===== src/rtl/vend_ctrl_param_if.sv =====
// rtl/vend_ctrl_param_if.sv - coin/button inputs and LED/actuator outputs of the vending controller
interface vend_ctrl_param_if #(
   parameter int CREDIT_W = 7
);
   logic                nickel;
   logic                dime;
   logic                quarter;
   logic                dispense_btn;
   logic                cancel_btn;
   logic [CREDIT_W-1:0] credit;
   logic                locked_led;
   logic                dispense_led;
   logic                change;
   logic                coin_reject;
   logic                busy;

   modport master (
      output nickel, dime, quarter, dispense_btn, cancel_btn,
      input  credit, locked_led, dispense_led, change, coin_reject, busy
   );

   modport slave (
      input  nickel, dime, quarter, dispense_btn, cancel_btn,
      output credit, locked_led, dispense_led, change, coin_reject, busy
   );
endinterface


===== src/rtl/vend_ctrl_param.sv =====
// rtl/vend_ctrl_param.sv - parametrised coin vending controller with change pulse train
module vend_ctrl_param #(
   parameter int CREDIT_W        = 7,
   parameter int PRICE           = 25,
   parameter int NICKEL_VAL      = 5,
   parameter int DIME_VAL        = 10,
   parameter int QUARTER_VAL     = 25,
   parameter int MAX_CREDIT      = 60,
   parameter int CHANGE_UNIT     = 5,
   parameter int PULSE_CYCLES    = 4,
   parameter int DISPENSE_CYCLES = 8
) (
   input logic               clk,
   input logic               rst,
   vend_ctrl_param_if.slave  bus
);
   localparam int TMAX = (PULSE_CYCLES > DISPENSE_CYCLES) ? PULSE_CYCLES : DISPENSE_CYCLES;
   localparam int TW   = $clog2(TMAX + 1);

   localparam logic [CREDIT_W-1:0] PRICE_C   = CREDIT_W'(PRICE);
   localparam logic [CREDIT_W-1:0] NICKEL_C  = CREDIT_W'(NICKEL_VAL);
   localparam logic [CREDIT_W-1:0] DIME_C    = CREDIT_W'(DIME_VAL);
   localparam logic [CREDIT_W-1:0] QUARTER_C = CREDIT_W'(QUARTER_VAL);
   localparam logic [CREDIT_W-1:0] UNIT_C    = CREDIT_W'(CHANGE_UNIT);
   localparam logic [CREDIT_W:0]   MAX_C     = (CREDIT_W+1)'(MAX_CREDIT);
   localparam logic [TW-1:0]       PULSE_END = TW'(PULSE_CYCLES - 1);
   localparam logic [TW-1:0]       VEND_END  = TW'(DISPENSE_CYCLES - 1);

   typedef enum logic [2:0] {
      S_IDLE, S_ADDING, S_LOCKED, S_VEND, S_CHANGE
   } state_t;

   state_t              state, state_n;
   logic [CREDIT_W-1:0] credit_r, credit_n;
   logic [TW-1:0]       timer, timer_n;
   logic                change_r, change_n;
   logic                reject_r, reject_n;
   logic                nickel_q, dime_q, quarter_q, dispense_q, cancel_q;

   logic                ev_nickel, ev_dime, ev_quarter, ev_dispense, ev_cancel;
   logic                any_coin, multi_coin, accept;
   logic [CREDIT_W-1:0] coin_val;
   logic [CREDIT_W:0]   credit_sum;

   assign ev_nickel   = bus.nickel       & ~nickel_q;
   assign ev_dime     = bus.dime         & ~dime_q;
   assign ev_quarter  = bus.quarter      & ~quarter_q;
   assign ev_dispense = bus.dispense_btn & ~dispense_q;
   assign ev_cancel   = bus.cancel_btn   & ~cancel_q;

   assign any_coin   = ev_nickel | ev_dime | ev_quarter;
   assign multi_coin = (ev_nickel & ev_dime) | (ev_nickel & ev_quarter) | (ev_dime & ev_quarter);
   assign coin_val   = ev_quarter ? QUARTER_C : (ev_dime ? DIME_C : (ev_nickel ? NICKEL_C : '0));
   assign credit_sum = {1'b0, credit_r} + {1'b0, coin_val};

   // A cancel in ADDING takes precedence, so the coin of that cycle is refused.
   assign accept = any_coin && (credit_sum <= MAX_C) &&
                   ((state == S_IDLE) || ((state == S_ADDING) && !ev_cancel));

   always_ff @(posedge clk) begin
      if (!rst) begin
         state      <= S_IDLE;
         credit_r   <= '0;
         timer      <= '0;
         change_r   <= 1'b0;
         reject_r   <= 1'b0;
         nickel_q   <= 1'b0;
         dime_q     <= 1'b0;
         quarter_q  <= 1'b0;
         dispense_q <= 1'b0;
         cancel_q   <= 1'b0;
      end else begin
         state      <= state_n;
         credit_r   <= credit_n;
         timer      <= timer_n;
         change_r   <= change_n;
         reject_r   <= reject_n;
         nickel_q   <= bus.nickel;
         dime_q     <= bus.dime;
         quarter_q  <= bus.quarter;
         dispense_q <= bus.dispense_btn;
         cancel_q   <= bus.cancel_btn;
      end
   end

   always_comb begin
      state_n  = state;
      credit_n = credit_r;
      timer_n  = timer;
      change_n = change_r;
      reject_n = any_coin && (!accept || multi_coin);

      case (state)
         S_IDLE: begin
            if (accept) begin
               credit_n = coin_val;
               state_n  = S_ADDING;
            end
         end
         S_ADDING: begin
            if (ev_cancel) begin
               state_n  = S_CHANGE;
               timer_n  = '0;
               change_n = 1'b1;
            end else begin
               if (accept) credit_n = credit_sum[CREDIT_W-1:0];
               if (credit_r >= PRICE_C) state_n = S_LOCKED;
            end
         end
         S_LOCKED: begin
            if (ev_dispense) begin
               credit_n = credit_r - PRICE_C;
               state_n  = S_VEND;
               timer_n  = '0;
            end else if (ev_cancel) begin
               state_n  = S_CHANGE;
               timer_n  = '0;
               change_n = 1'b1;
            end
         end
         S_VEND: begin
            if (timer == VEND_END) begin
               timer_n = '0;
               if (credit_r != '0) begin
                  state_n  = S_CHANGE;
                  change_n = 1'b1;
               end else begin
                  state_n = S_IDLE;
               end
            end else begin
               timer_n = timer + 1'b1;
            end
         end
         S_CHANGE: begin
            // Each unit is a high phase then a low phase; credit drops as the pulse falls.
            if (timer != PULSE_END) begin
               timer_n = timer + 1'b1;
            end else if (change_r) begin
               timer_n  = '0;
               change_n = 1'b0;
               credit_n = credit_r - UNIT_C;
            end else if (credit_r == '0) begin
               timer_n = '0;
               state_n = S_IDLE;
            end else begin
               timer_n  = '0;
               change_n = 1'b1;
            end
         end
         default: state_n = S_IDLE;
      endcase
   end

   assign bus.credit       = credit_r;
   assign bus.locked_led   = (state == S_LOCKED);
   assign bus.dispense_led = (state == S_VEND);
   assign bus.change       = change_r;
   assign bus.coin_reject  = reject_r;
   assign bus.busy         = (state == S_VEND) || (state == S_CHANGE);
endmodule


===== src/flat_wrapper.sv =====
// flat-port wrapper written by rule: the top's interface ports become plain ports
module vend_ctrl_param_flat 
#(
   parameter int CREDIT_W        = 7,
   parameter int PRICE           = 25,
   parameter int NICKEL_VAL      = 5,
   parameter int DIME_VAL        = 10,
   parameter int QUARTER_VAL     = 25,
   parameter int MAX_CREDIT      = 60,
   parameter int CHANGE_UNIT     = 5,
   parameter int PULSE_CYCLES    = 4,
   parameter int DISPENSE_CYCLES = 8
)
  (clk, rst, bus_nickel, bus_dime, bus_quarter, bus_dispense_btn, bus_cancel_btn, bus_credit, bus_locked_led, bus_dispense_led, bus_change, bus_coin_reject, bus_busy);
  vend_ctrl_param_if #(.CREDIT_W(CREDIT_W)) bus_i ();
  input logic clk;
  input logic rst;
  input wire logic [$bits(bus_i.nickel)-1:0] bus_nickel;
  input wire logic [$bits(bus_i.dime)-1:0] bus_dime;
  input wire logic [$bits(bus_i.quarter)-1:0] bus_quarter;
  input wire logic [$bits(bus_i.dispense_btn)-1:0] bus_dispense_btn;
  input wire logic [$bits(bus_i.cancel_btn)-1:0] bus_cancel_btn;
  output wire logic [$bits(bus_i.credit)-1:0] bus_credit;
  output wire logic [$bits(bus_i.locked_led)-1:0] bus_locked_led;
  output wire logic [$bits(bus_i.dispense_led)-1:0] bus_dispense_led;
  output wire logic [$bits(bus_i.change)-1:0] bus_change;
  output wire logic [$bits(bus_i.coin_reject)-1:0] bus_coin_reject;
  output wire logic [$bits(bus_i.busy)-1:0] bus_busy;
  assign bus_i.nickel = bus_nickel;
  assign bus_i.dime = bus_dime;
  assign bus_i.quarter = bus_quarter;
  assign bus_i.dispense_btn = bus_dispense_btn;
  assign bus_i.cancel_btn = bus_cancel_btn;
  assign bus_credit = bus_i.credit;
  assign bus_locked_led = bus_i.locked_led;
  assign bus_dispense_led = bus_i.dispense_led;
  assign bus_change = bus_i.change;
  assign bus_coin_reject = bus_i.coin_reject;
  assign bus_busy = bus_i.busy;
  vend_ctrl_param #(.CREDIT_W(CREDIT_W), .PRICE(PRICE), .NICKEL_VAL(NICKEL_VAL), .DIME_VAL(DIME_VAL), .QUARTER_VAL(QUARTER_VAL), .MAX_CREDIT(MAX_CREDIT), .CHANGE_UNIT(CHANGE_UNIT), .PULSE_CYCLES(PULSE_CYCLES), .DISPENSE_CYCLES(DISPENSE_CYCLES)) u_core (.clk(clk), .rst(rst), .bus(bus_i));
endmodule

===== config.mk =====
export PLATFORM = sky130hd
export DESIGN_NAME = vend_ctrl_param_flat
export DESIGN_NICKNAME = d
export VERILOG_FILES = /design/src/rtl/vend_ctrl_param_if.sv /design/src/rtl/vend_ctrl_param.sv /design/src/flat_wrapper.sv
export SDC_FILE = /design/constraint.sdc
export NUM_CORES = 1
export LEC_CHECK = 0
export ABC_AREA = 1
export CORE_MARGIN = 10
export CORE_UTILIZATION = 34
export DETAILED_ROUTE_END_ITERATION = 10
export SETUP_SLACK_MARGIN = 0.05
export SYNTH_ARGS = -nofsm -noshare
export SYNTH_HDL_FRONTEND = slang
export SYNTH_SLANG_ARGS = --single-unit

===== constraint.sdc =====
create_clock -name clk -period 3 [get_ports clk]
set_clock_uncertainty 0.15 [all_clocks]
set_input_delay 0.6 -clock clk [delete_from_list [all_inputs] [get_ports clk]]
set_output_delay 0.6 -clock clk [all_outputs]
set_load 0.01 [all_outputs]

==> results.json <==
{
  "initial_core_util": 0.352,
  "yosysSeqAreaShare": 0.234,
  "rr_endpoint": "u_core.state[2]$_SDFFE_PN0P_",
  "rsz0062_at_grt": "yes",
  "clk_path_buf_depth": 2,
  "design.die.area_um2": 8590,
  "path_cells": "buf_8, inv_4, nor2_4, nor2_4, a21oi_2, ha_2, inv_2, fa_2, inv_2, nand2_2, nand2_2, nand2_2, o21bai_4, nand2_1, nand2_1, nand2_2, nor2_4, nand3_4, buf_6, nand2_4, nand2_2, nand2_1, nand2_1, nor2_1",
  "routedWlPerCell_um": 13.0,
  "avgSynthCellArea_um2": 6.28,
  "period_needed_ps": 2870,
  "ys_warn_count": 0,
  "ys_ff_latch": 21,
  "hpwlAfterDp_um": 3890,
  "cts_max_level": 1,
  "core_area_um2": 5110,
  "crit_required_ps": 3060,
  "setup_viol": 0,
  "clockRootBuffer": "clkbuf_8",
  "ys_types": 42,
  "synth_nets": 301,
  "numCtsBuffers": 3,
  "grt.total_usage": 0.121,
  "cp_common_cell": "nand2_2",
  "drt_iter0_drc": 144,
  "io_buffers": 18,
  "startpoint": "bus_quarter",
  "ir_drop_uv": 393,
  "drcViolationCount": 0,
  "gp_congestion": 0.883,
  "cp_num_buf_inv": 5,
  "max_slew_margin": 0.582,
  "cts_tree": "done",
  "arrival_ps": 2920,
  "tightestPinTransition_ps": 627,
  "whs_ps": 342,
  "antenna_found_initial": 0,
  "critPathMaxFanout": 3,
  "syn_area_um2": 1800,
  "leakagePower_nw": 1.17,
  "worstHoldEndpoint": "u_core.timer[1]$_SDFFE_PN0P_",
  "die_w_um": 92.7,
  "total_power_mw": 2.02,
  "netlist_instances": 286,
  "grt_max_degree": 14,
  "cpPeakStageDelay_ps": 340,
  "cp-end-kind": "flip-flop",
  "syn_to_final_growth_pct": 32.3,
  "ff2ff_setup_slack_ps": 180,
  "fin_crit_sh": 0.956,
  "grt_pass1_vias": 1879,
  "min-delay-start": "u_core.timer[1]$_SDFFE_PN0P_",
  "power.density_nw_per_um2": 849,
  "die_y_um": 92.7,
  "worstReg2RegStart": "u_core.quarter_q$_SDFF_PN0_",
  "maxCapViolCount": 0,
  "worst_path_max_delay_cell": "fa_2",
  "hold_viol": 0,
  "min_path_cells": 2,
  "postLayoutCoreUtil": 0.465,
  "worstSkewPairLatency_ps": 260,
  "drtPass1Iterations": 4,
  "fill_cells": 548,
  "final_max_slew_viol_count": 0,
  "fin_nets": 345,
  "routed_wirelength_um": 5200,
  "fin_ws_ps": 131,
  "ioPinCount": 19,
  "ant_nets": 0,
  "clk_pin_slew_ps": 80,
  "grt_pass1_wl_um": 8710,
  "cp-start-kind": "primary input",
  "antenna_cells": 0,
  "grt-ovfl-total": 0,
  "drive_gt1_frac": 0.240,
  "pre_cts_slack_ps": -653,
  "rows": 26,
  "vias": 1956,
  "outcome": "finished clean",
  "hold_class": "flip-flop to flip-flop",
  "crit_family": "simple AND/OR/NAND/NOR gates",
  "rr_worst_depth": 21,
  "via_per_inst": 4.90,
  "criticalPathCategory": "primary input to flip-flop",
  "fmax_mhz": 349,
  "cts.hold.buffers_added": 0,
  "clock-sinks": 21
}
state kept, by name, indices dropped and copies added, names as in the netlist:
name	cells
u_core.nickel_q	1
u_core.timer	4
u_core.quarter_q	1
u_core.dispense_q	1
u_core.cancel_q	1
u_core.state	3
u_core.bus.change	1
u_core.bus.coin_reject	1
u_core.bus.credit	7
u_core.dime_q	1
power by group:
group          switching, mW  leakage [nW]  internal [mW]
Combinational          0.813         0.966          0.580
Sequential            0.0920         0.173          0.342
Clock                 0.0972        0.0255         0.0926
per-layer routing:
metal  track usage  share of wire
met5             0              0
met4        0.0347          0.011
met3        0.0226          0.048
met2         0.196           0.47
met1         0.158           0.47
final cells by class:
cell class / count / area (um^2) / area share
flip-flops and latches: 21 / 420 / 0.177
clock buffers: 3 / 41.3 / 0.0174
well taps: 70 / 87.6 / 0.0369
clock inverters: 1 / 5.00 / 0.00211
multi-input cells: 213 / 1250 / 0.528
inverters: 47 / 184 / 0.0774
repair buffers: 44 / 384 / 0.162
timing repair:
item	in CTS	in global routing
pin swaps	13	19
cloned	1	0
setup buffers	5	2
hold endpoints to repair	0	0
setup endpoints to repair	11	11
gates resized for setup	24	23
Yosys cell counts:
| cell type | n | area, um^2 |
|---|---|---|
| nand2_1 | 64 | 240 |
| inv_1 | 42 | 158 |
| nor2_1 | 35 | 131 |
| nand3_1 | 33 | 165 |
| dfxtp_1 | 21 | 420 |
| a21oi_1 | 19 | 95.1 |
| o21ai_0 | 14 | 70.1 |
| ha_1 | 7 | 87.6 |
| inv_2 | 4 | 15.0 |
| a31oi_1 | 3 | 18.8 |
| o21ai_2 | 3 | 26.3 |
| a21oi_2 | 2 | 17.5 |
| buf_2 | 2 | 10.0 |
| buf_6 | 2 | 22.5 |
| clkbuf_1 | 2 | 7.51 |
| nand2_2 | 2 | 12.5 |
| nand3b_1 | 2 | 15.0 |
| nand4_1 | 2 | 12.5 |
| nor2_4 | 2 | 22.5 |
| o21ai_1 | 2 | 10.0 |
| xor2_1 | 2 | 17.5 |
| a211oi_1 | 1 | 7.51 |
| a21o_1 | 1 | 7.51 |
| a221oi_1 | 1 | 8.76 |
| a22oi_1 | 1 | 7.51 |
| a311oi_4 | 1 | 26.3 |
| a41oi_1 | 1 | 8.76 |
| fa_1 | 1 | 20.0 |
| inv_6 | 1 | 8.76 |
| nand2_4 | 1 | 11.3 |
| nand3_2 | 1 | 10.0 |
| nor2_2 | 1 | 6.26 |
| nor2_8 | 1 | 20.0 |
| nor3_1 | 1 | 5.00 |
| nor3_2 | 1 | 10.0 |
| nor3_4 | 1 | 16.3 |
| nor4_1 | 1 | 6.26 |
| o2111ai_1 | 1 | 8.76 |
| o211ai_1 | 1 | 7.51 |
| o21bai_2 | 1 | 11.3 |
| o22ai_1 | 1 | 6.26 |
| or2_2 | 1 | 6.26 |
worst max path at each step:
stage / endpoint / slack (ps) / depth (start not counted)
2_1_floorplan: u_core.bus.credit[0]$_SDFFE_PN0P_ / 80 / 22
3_3_place_gp: u_core.state[2]$_SDFFE_PN0P_ / -570 / 24
3_5_place_dp: u_core.state[2]$_SDFFE_PN0P_ / -650 / 24
4_1_cts: u_core.state[2]$_SDFFE_PN0P_ / 70 / 23
5_1_grt: u_core.state[2]$_SDFFE_PN0P_ / -30 / 24
6_report: u_core.state[2]$_SDFFE_PN0P_ / 130 / 24
through the flow:
stage                     instance area [um^2]  instances  TNS [ps]
after floorplan                           1800        286         0
after global placement                    2170        387     -5690
after detailed placement                  2170        387     -6700
after CTS                                 2300        397         0
after global routing                      2380        399     -27.8
final                                     2380        399         0
tightest hold or removal path, delay by kind of cell, from the launching register on:
kind,cells,cell delay (ps)
and+or+nand+nor,1,70
AOI/OAI and AO/OA,1,50
DFF,1,330
cells in the final DEF (no fill, tap or decap), types with 3 or more instances in the layout:
cell type / n
nand2_2: 8
nand2_4: 3
clkbuf_8: 3
buf_4: 24
a31oi_1: 3
inv_2: 8
nor2_4: 6
o21ai_0: 14
nand2_1: 57
buf_6: 3
clkdlybuf4s50_1: 15
nand3_1: 31
nor2_1: 30
a21oi_1: 18
o21ai_2: 3
a21oi_2: 3
dfxtp_1: 21
inv_1: 37
ha_1: 6
cells by family after synthesis:
group                    synth area share
XOR/XNOR                          0.00976
adder cells (fa/ha/maj)            0.0599
AND/OR/NAND/NOR                     0.385
AO/OA/AOI/OAI                       0.188
buffers and inverters               0.123
flip-flops                          0.234
(Power assumes the default switching activity.)
==> variant 1 (same settings) <==
`DISPENSE_CYCLES` is set to 8 in 2 places; all go to 4.
--- a/src/rtl/vend_ctrl_param.sv
+++ b/src/rtl/vend_ctrl_param.sv
@@ -8,7 +8,7 @@
    parameter int MAX_CREDIT      = 60,
    parameter int CHANGE_UNIT     = 5,
    parameter int PULSE_CYCLES    = 4,
-   parameter int DISPENSE_CYCLES = 8
+   parameter int DISPENSE_CYCLES = 4
 ) (
    input logic               clk,
    input logic               rst,
--- a/src/flat_wrapper.sv
+++ b/src/flat_wrapper.sv
@@ -9,7 +9,7 @@
    parameter int MAX_CREDIT      = 60,
    parameter int CHANGE_UNIT     = 5,
    parameter int PULSE_CYCLES    = 4,
-   parameter int DISPENSE_CYCLES = 8
+   parameter int DISPENSE_CYCLES = 4
 )
   (clk, rst, bus_nickel, bus_dime, bus_quarter, bus_dispense_btn, bus_cancel_btn, bus_credit, bus_locked_led, bus_dispense_led, bus_change, bus_coin_reject, bus_busy);
   vend_ctrl_param_if #(.CREDIT_W(CREDIT_W)) bus_i ();
Behaviour: not the same (Yosys sat finds a counterexample within 10 cycles, from zero or initial values and one cycle with rst low).
==> variant 1 against the unedited design <==
Area after synthesis down 5.9%; combinational power up 3%; cell count up 0.50%; power up 5.6%; worst setup slack better by 42 ps; sequential cell count down 1; routed wire length up 2.7%; sequential share of layout area down 1.1 points; design area up 1.8%.
==> variant 1: results (changes against the unedited design) <==
tightest_slew_ps: 684  # was 627 ps
grt_pass1_vias: 1864  # was 1879
min_period_over_period_pct: 94.2  # was 95.6%
grt_first_pass_wirelength_mm: 8.74  # was 8.71 mm
synthAdderAreaFrac_pct: 6.37  # was 5.99%
ir_drop_uv: 446  # was 393 uV
placed_area_um2: 2050  # was 2170 um2
synth_seq_area_share_pct: 23.7  # was 23.4%
swShare_pct: 48.8  # was 49.7%
pg_comb_mw: 1.43  # was 1.39 mW
dp_hpwl_mm: 3.75  # was 3.89 mm
drtIter0Drc: 216  # was 144
grt_max_degree: 20  # was 14
synth_top_area_share_pct: 23.7  # was 23.4%
gp_congestion: 0.914  # was 0.883
final_cell_count_no_fill: 401  # was 399
gr-usage-met1_pct: 15.9  # was 15.8%
syn_nets: 294  # was 301
p_total_mw: 2.13  # was 2.02 mW
wirelength_mm: 5.34  # was 5.20 mm
track_usage_pct: 12.6  # was 12.1%
synth_area_leaders: "dfxtp_1 24%, nand2_1 15%, nor2_1 9.1%"  # was dfxtp_1 23%, nand2_1 13%, nand3_1 9.2%
hold_path_end: "u_core.timer[2]"  # was u_core.timer[1]
vias_per_cell: 4.91  # was 4.90
nets: 350  # was 345
synth_compound_area_share_pct: 18.4  # was 18.8%
r2r_end: "u_core.bus.coin_reject"  # was u_core.state[2]
outcome: "finished clean"  # unchanged
worstPathArrival_ps: 2840  # was 2920 ps
hp-start: "u_core.timer[2]"  # was u_core.timer[1]
variant 1: cell types whose count changed in the layout (fill, tap and decap cells not counted), moves of 3 or more:
| cell | unedited run | this run |
|---|---|---|
| ha_4 | 0 | 3 |
| nand3_1 | 31 | 19 |
| nor2_2 | 2 | 8 |
| inv_2 | 8 | 15 |
| inv_1 | 37 | 32 |
| buf_4 | 24 | 34 |
| nand2_2 | 8 | 14 |
variant 1: cell type report:
type | count | share of cell area, %
Multi-Input combinational cell | 208 | 51.3
Timing Repair Buffer | 53 | 18.0
Sequential cell | 20 | 16.5
Inverter | 49 | 7.70
Tap cell | 67 | 3.46
Clock buffer | 3 | 1.71
Clock inverter | 1 | 1.24
variant 1: metal layers:
metal / up-vias / part of all wire (%)
li1: 1009 / -
met5: - / 0
met3: 10 / 5.4
met1: 893 / 45
met4: 0 / 2.3
met2: 58 / 47
variant 1: what timing repair did:
item	CTS	global route
resized for setup	23	33
cloned	1	0
setup endpoints to repair	11	11
buffers inserted	17	3
pin swaps	11	22
==> variant 2 (config.mk and constraints unchanged) <==
Made on the original files. Reset style: asynchronous (`rst`), changed in one clocked block.
--- a/src/rtl/vend_ctrl_param.sv
+++ b/src/rtl/vend_ctrl_param.sv
@@ -57,7 +57,7 @@
    assign accept = any_coin && (credit_sum <= MAX_C) &&
                    ((state == S_IDLE) || ((state == S_ADDING) && !ev_cancel));
 
-   always_ff @(posedge clk) begin
+   always_ff @(posedge clk or negedge rst) begin
       if (!rst) begin
          state      <= S_IDLE;
          credit_r   <= '0;
Formal check against the unedited RTL: differs if rst is asserted again (counterexample within 4 cycles, from zero or initial values and one cycle with rst low); with rst held inactive, the same outputs for 10 cycles.
==> variant 2 against the unedited design <==
Worst setup slack improved by 110 ps; largest power group unchanged; largest cell class unchanged; cell count fell by 5.5%; design area fell by 2.9%; synthesized cell count fell by 7.7%; sequential power rose by 16%; highest routed layer unchanged; power rose by 3.2%; area after synthesis fell by 1.6%; first-iteration DRC count fell by 3.5%; routed wire length fell by 7.1%; sequential cell count did not move.
==> variant 2: results (changes against the unedited design) <==
outcome: "finished clean"  # unchanged
hold_ws_ps: 298  # was 342 ps
drt-met1-wl_mm: 2.36  # was 2.45 mm
worstPathArrival_ps: 2760  # was 2920 ps
holdCritPathClass: "primary input to flip-flop"  # was flip-flop to flip-flop
reg2reg_slack_ps: 250  # was 180 ps
min_period_ps: 2760  # was 2870 ps
post_drt_wl_per_cell_um: 12.8  # was 13.0 um
r2r_end: "u_core.bus.credit[2]"  # was u_core.state[2]
grt_first_pass_wirelength_mm: 8.49  # was 8.71 mm
maxSlewHeadroom_pct: 69.1  # was 58.2%
vias_per_cell: 4.80  # was 4.90
synthAdderAreaFrac_pct: 6.09  # was 5.99%
yosys.area_share.xor_xnor_pct: 1.98  # was 0.976%
r2r-start: "u_core.quarter_q"  # unchanged
gp_congestion: 0.881  # was 0.883
grt_max_degree: 22  # was 14
track_usage_pct: 11.9  # was 12.1%
dr_wl_met3_um: 244  # was 249 um
power_switching_mw: 1.06  # was 1.00 mW
place_inst: 367  # was 387
synth_cell_types: 33  # was 42
wl_met2_mm: 2.16  # was 2.45 mm
synth_compound_area_share_pct: 14.4  # was 18.8%
leakage_nw: 1.18  # was 1.17 nW
p_seq_share_pct: 24.2  # was 21.5%
powerDensity_nw_per_um2: 902  # was 849 nW/um2
synth.avg_cell_area_um2: 6.69  # was 6.28 um2
hold_path_end: "u_core.nickel_q"  # was u_core.timer[1]
nets: 323  # was 345
grt_pass1_vias: 1779  # was 1879
hp-start: "bus_nickel"  # was u_core.timer[1]
placed_area_um2: 2140  # was 2170 um2
synth_area_leaders: "dfrtp_1 30%, nand2_1 15%, nand3_1 8.8%"  # was dfxtp_1 23%, nand2_1 13%, nand3_1 9.2%
grt_use_met3_pct: 2.36  # was 2.26%
drive_gt1_share_pct: 26.4  # was 24.0%
ir_drop_uv: 464  # was 393 uV
worstRegToRegCells: 20  # was 21
## variant 2: area by class of cell
cell class                      count  area (um2)  area share [%]
Timing Repair Buffer               42         345            15.0
Clock buffer                        3        41.3            1.79
Clock inverter                      1        5.00           0.217
Tap cell                           70        87.6            3.80
Inverter                           42         158            6.83
Sequential cell                    21         526            22.8
Multi-Input combinational cell    198        1140            49.6
## variant 2: worst max path at each step
stage / endpoint / depth (start not counted)
final: u_core.bus.credit[2] / 20
after global routing: u_core.bus.credit[2] / 19
after CTS: u_core.bus.credit[2] / 20
after detailed placement: u_core.bus.credit[3] / 20
after global placement: u_core.bus.credit[2] / 20
after floorplan: u_core.bus.credit[0] / 18
## variant 2: what timing repair did
| action | CTS | global route |
|---|---|---|
| pin swaps | 19 | 12 |
| endpoints found under the setup margin | 11 | 11 |
| setup buffers | 4 | 2 |
| resized for setup | 20 | 18 |
